`src/rtl/arb_defs.sv`:
```
// Shared arbiter definitions: FSM state encoding and hold-counter width.
package arb_defs;
  localparam int HOLD_CNT_W = 4;

  typedef enum logic [1:0] {
    IDLE   = 2'd0,
    GRANT0 = 2'd1,
    GRANT1 = 2'd2
  } arb_state_e;

  function automatic arb_state_e grant_of(input logic who);
    return who ? GRANT1 : GRANT0;
  endfunction
endpackage

```
`src/rtl/hold_counter.sv`:
```
// Saturating tenure counter: clears on clr, counts up on en, sticks at MAX-1.
module hold_counter
  import arb_defs::*;
#(
  parameter int MAX = 8
) (
  input  logic                  clk,
  input  logic                  rst,
  input  logic                  clr,
  input  logic                  en,
  output logic [HOLD_CNT_W-1:0] count
);
  localparam logic [HOLD_CNT_W-1:0] TOP = HOLD_CNT_W'(MAX - 1);

  logic [HOLD_CNT_W-1:0] count_q;

  always_ff @(posedge clk) begin
    if (rst || clr)               count_q <= '0;
    else if (en && count_q != TOP) count_q <= count_q + HOLD_CNT_W'(1);
  end

  assign count = count_q;
endmodule

```
`src/rtl/mux_sel_arbiter.sv`:
```
// Two-requester round-robin arbiter for a shared 2:1 path with bounded tenure.
module mux_sel_arbiter
  import arb_defs::*;
#(
  parameter int MAX_HOLD = 8
) (
  input  logic clk,
  input  logic rst,
  input  logic req0,
  input  logic req1,
  output logic gnt0,
  output logic gnt1,
  output logic sel,
  output logic busy
);
  localparam logic [HOLD_CNT_W-1:0] HOLD_LAST = HOLD_CNT_W'(MAX_HOLD - 1);

  arb_state_e            state_q, state_d;
  logic                  last_q, last_d;
  logic                  sel_q, sel_d;
  logic                  gnt0_q, gnt0_d;
  logic                  gnt1_q, gnt1_d;
  logic [HOLD_CNT_W-1:0] hold_cnt;
  logic                  hold_exp;

  assign hold_exp = (hold_cnt == HOLD_LAST);

  hold_counter #(.MAX(MAX_HOLD)) u_hold (
    .clk  (clk),
    .rst  (rst),
    .clr  (state_d != state_q),
    .en   (state_q != IDLE),
    .count(hold_cnt)
  );

  // last=1 out of reset so that req0 wins the first tie
  always_ff @(posedge clk) begin
    if (rst) begin
      state_q <= IDLE;
      last_q  <= 1'b1;
      sel_q   <= 1'b0;
      gnt0_q  <= 1'b0;
      gnt1_q  <= 1'b0;
    end else begin
      state_q <= state_d;
      last_q  <= last_d;
      sel_q   <= sel_d;
      gnt0_q  <= gnt0_d;
      gnt1_q  <= gnt1_d;
    end
  end

  always_comb begin
    state_d = state_q;
    case (state_q)
      IDLE: begin
        if (req0 && req1) state_d = grant_of(~last_q);
        else if (req0)    state_d = GRANT0;
        else if (req1)    state_d = GRANT1;
      end
      GRANT0: begin
        if (!req0)                state_d = req1 ? GRANT1 : IDLE;
        else if (req1 && hold_exp) state_d = GRANT1;
      end
      GRANT1: begin
        if (!req1)                state_d = req0 ? GRANT0 : IDLE;
        else if (req0 && hold_exp) state_d = GRANT0;
      end
      default: state_d = IDLE;
    endcase
  end

  // Grant flops mirror the next state so outputs leave straight from flops
  always_comb begin
    gnt0_d = (state_d == GRANT0);
    gnt1_d = (state_d == GRANT1);
    last_d = last_q;
    sel_d  = sel_q;
    if (state_d != state_q && state_d != IDLE) begin
      last_d = (state_d == GRANT1);
      sel_d  = (state_d == GRANT1);
    end
  end

  assign gnt0 = gnt0_q;
  assign gnt1 = gnt1_q;
  assign sel  = sel_q;
  assign busy = gnt0_q | gnt1_q;
endmodule

```
`config.mk`:
```
export PLATFORM = sky130hd
export DESIGN_NAME = mux_sel_arbiter
export DESIGN_NICKNAME = d
export VERILOG_FILES = /design/src/rtl/arb_defs.sv /design/src/rtl/hold_counter.sv /design/src/rtl/mux_sel_arbiter.sv
export SDC_FILE = /design/constraint.sdc
export NUM_CORES = 1
export LEC_CHECK = 0
export ABC_AREA = 1
export ABC_CLOCK_PERIOD_IN_PS = 1300
export CAP_MARGIN = 20
export CORE_AREA = 2 2 39 41
export CTS_CLUSTER_SIZE = 10
export DETAILED_ROUTE_END_ITERATION = 10
export DIE_AREA = 0 0 41 43
export PLACE_DENSITY = 0.67
export SLEW_MARGIN = 40
export SYNTH_ARGS = -nofsm -noshare
export SYNTH_HDL_FRONTEND = slang
export SYNTH_HIERARCHICAL = 1
export SYNTH_SLANG_ARGS = --single-unit
```
`constraint.sdc`:
```
create_clock -name clk -period 1.3 [get_ports clk]
set_input_delay 0.39 -clock clk [delete_from_list [all_inputs] [get_ports clk]]
set_output_delay 0.39 -clock clk [all_outputs]
set_load 0.02 [all_outputs]
```
==> results.yml <==
status:
  status: "finished with violations"
  violations: "setup timing"
hold_path:
  holdCritPathClass: "flop to flop"
synth:
  ys_seq_area_share_pct: 35.2
  synth_edf_count: 0
  ys_dominant_reg_cell: "dfxtp_1"
  synthDistinctLibCells: 23
  synth_top_cell_area_share_pct: 35.2
  netlist_instances: 79
  avgSynthCellArea_um2: 7.21
  async_flop_share_pct: 0
  syn_nets: 84
  yosys-top-cells-area: "dfxtp_1 (35%), nand2_1 (8.6%), inv_1 (7.3%)"
  synth_top_cell_by_area: "dfxtp_1"
  netlist_top_cells_count: "nand2_1 (13), inv_1 (11), nor2_1 (11)"
  synth_area_um2: 569
  yosys_warnings: 6
  synth_seq_cells: 10
  yosysMostFrequentCell: "nand2_1"
sta:
  post-route-period-util_pct: 103
  rsz0062_at_grt: "yes"
  fin_skew_ns: 0.00502
  max_clock_freq_mhz: 748
  fin_hold_ws_ns: 0.538
  fin_crit_ns: 1.34
  final-hold-violation-count: 0
  worst_pin_slew_ns: 0.189
  setup_viol: 4
  relSlewSlack_pct: 87.4
  maxSlewViolCount: 0
  setup_ws_ns: -0.0374
clock_tree:
  clk_pin_slew_ns: 0.07
  insertion_delay_ns: 0.26
  cts_max_level: 1
  cts_made_buffers: 3
  clock_sinks: 10
  clk_path_buf_depth: 2
  cts_root_buf: "clkbuf_4"
  tritoncts: "done"
  postCtsHoldBufs: 0
layout:
  finalNonFillerCells: 121
  fin_area_um2: 903
  nNetsFinal: 111
  diodes: 0
  drive_gt1_share_pct: 62.9
  syn_to_final_growth_pct: 58.7
critical_path:
  cp_max_fo: 4
  end_kind: "flop"
  path_common_cell: "buf_4"
  path_buf_inv: 2
  path_delay_family: "simple AND/OR/NAND/NOR gates"
  cp.arrival_ns: 1.52
  cp.required_ns: 1.48
  critical-path-max-stage-delay_ns: 0.37
  crit_path_cell_trace: "or2_4 > nor2_4 > nand2_2 > buf_4 > buf_4 > a31oi_1"
  startpoint_type: "flop"
  critical_path_class: "flop to flop"
  critPathSlowestCell: "dfxtp_4"
floorplanning:
  die_area_mm2: 0.00176
  io_pins: 8
  die_h_um: 43
  die_x_um: 41
  coreArea_mm2: 0.00138
  initial_core_util_pct: 41.1
  std_cell_rows: 14
global_route:
  grt_overflow: 0
  antenna_found_initial: 0
  grt_max_degree: 7
  grt_util_all_layers_pct: 19.0
  grt_pass1_wl_um: 2210
  grt_pass1_vias: 543
pwr:
  p_leak_nw: 0.400
  ir_drop_uv: 803
  p_total_w: 0.00104
  p_per_area_mw_per_mm2: 1150
place:
  dp_worst_setup_slack_ns: -0.644
  place_congestion: 0.763
  port_buffers: 7
  placed_cells: 114
  dpl.hpwl_um: 948
  postPlaceCellArea_um2: 810
routing:
  vias: 558
  first_iter_violations: 4
  vias_per_cell: 4.61
  routed_wl_um: 1320
  first_pass_iters: 3
  drcViolationCount: 0
  antenna_left: 0
  wire_per_inst_um: 10.9
flow_run:
  drv_cap: 0
[metrics by stage]
stage / utilization (%) / setup TNS [ns]
2_1_floorplan: - / 0
3_3_place_gp: 58.5 / -5.27
3_5_place_dp: 58.5 / -5.45
4_1_cts: 65.5 / -0.106
5_1_grt: 65.3 / -0.469
6_report: 65.3 / -0.0953
[area by class of cell]
class / count / area [um2]
clock buffer: 4 / 36.3
tap: 16 / 20.0
inverter: 14 / 57.6
sequential: 10 / 213
multi-input combinational: 55 / 414
fill: 121 / 480
timing repair buffer: 22 / 163
[where the power goes]
group	internal, W	switching, W	total, W	leakage [nW]
clock network	0.000170	0.000114	0.000284	0.0210
registers	0.000340	0.0000233	0.000363	0.0850
logic	0.000182	0.000207	0.000389	0.294
total	0.000691	0.000345	0.00104	0.400
[logic make-up (layout without fill, tap and decap cells)]
kind of cell	after synthesis	in the layout	synth area share, %
compound gates	11	11	14.3
flops	10	10	35.2
fa+ha+maj	1	1	2.20
simple gates	42	42	37.6
buf+inv	14	40	9.23
xor+xnor	1	1	1.54
[sequential cells by signal (all words and copies together) (netlist names)]
| signal | cells |
|---|---|
| u_hold/count | 4 |
| state_q | 2 |
| gnt0 | 1 |
| gnt1 | 1 |
| last_q | 1 |
| sel | 1 |
[path summary, 6_finish.rpt]
path,startpoint,to,slack (ns),depth (start not counted)
setup / recovery,state_q[1],gnt0,-0.04,6
setup reg to reg,state_q[1],gnt0,-0.04,6
hold / removal,sel,sel,0.54,4
hold reg to reg,sel,sel,0.54,4
[tightest hold or removal path, cell delays in order, from the launching register on]
cell	delay [ns]
dfxtp_1	0.31
inv_1	0.06
o21ai_2	0.05
nand2_1	0.04
inv_1	0.03
[placed cells by master, fill, tap and decap left out, types with 3 or more instances in the layout]
| master | count |
|---|---|
| buf_4 | 14 |
| clkbuf_2 | 3 |
| clkbuf_4 | 3 |
| dfxtp_1 | 4 |
| dfxtp_2 | 4 |
| inv_1 | 8 |
| inv_2 | 5 |
| nand2_1 | 9 |
| nand2_2 | 7 |
| nand3_2 | 4 |
| nor2_1 | 6 |
| nor2_2 | 3 |
| nor2_4 | 5 |
[routing by layer]
| metal | part of all wire (%) | vias to the layer above | track usage [%] | routed length [um] |
|---|---|---|---|---|
| met5 | 0 | - | 0 | 0 |
| met2 | 55 | 3 | 30.3 | 732 |
| met3 | 2.0 | 2 | 4.71 | 27 |
| li1 | - | 302 | - | - |
| met1 | 42 | 251 | 23.0 | 552 |
| met4 | 0.76 | 0 | 8.00 | 10 |
[timing repair]
item	in CTS	in global routing
pin swaps	13	8
resized for setup	39	8
endpoints found under the setup margin	14	12
buffers inserted	3	2
Power figures use the tool's default switching activity.
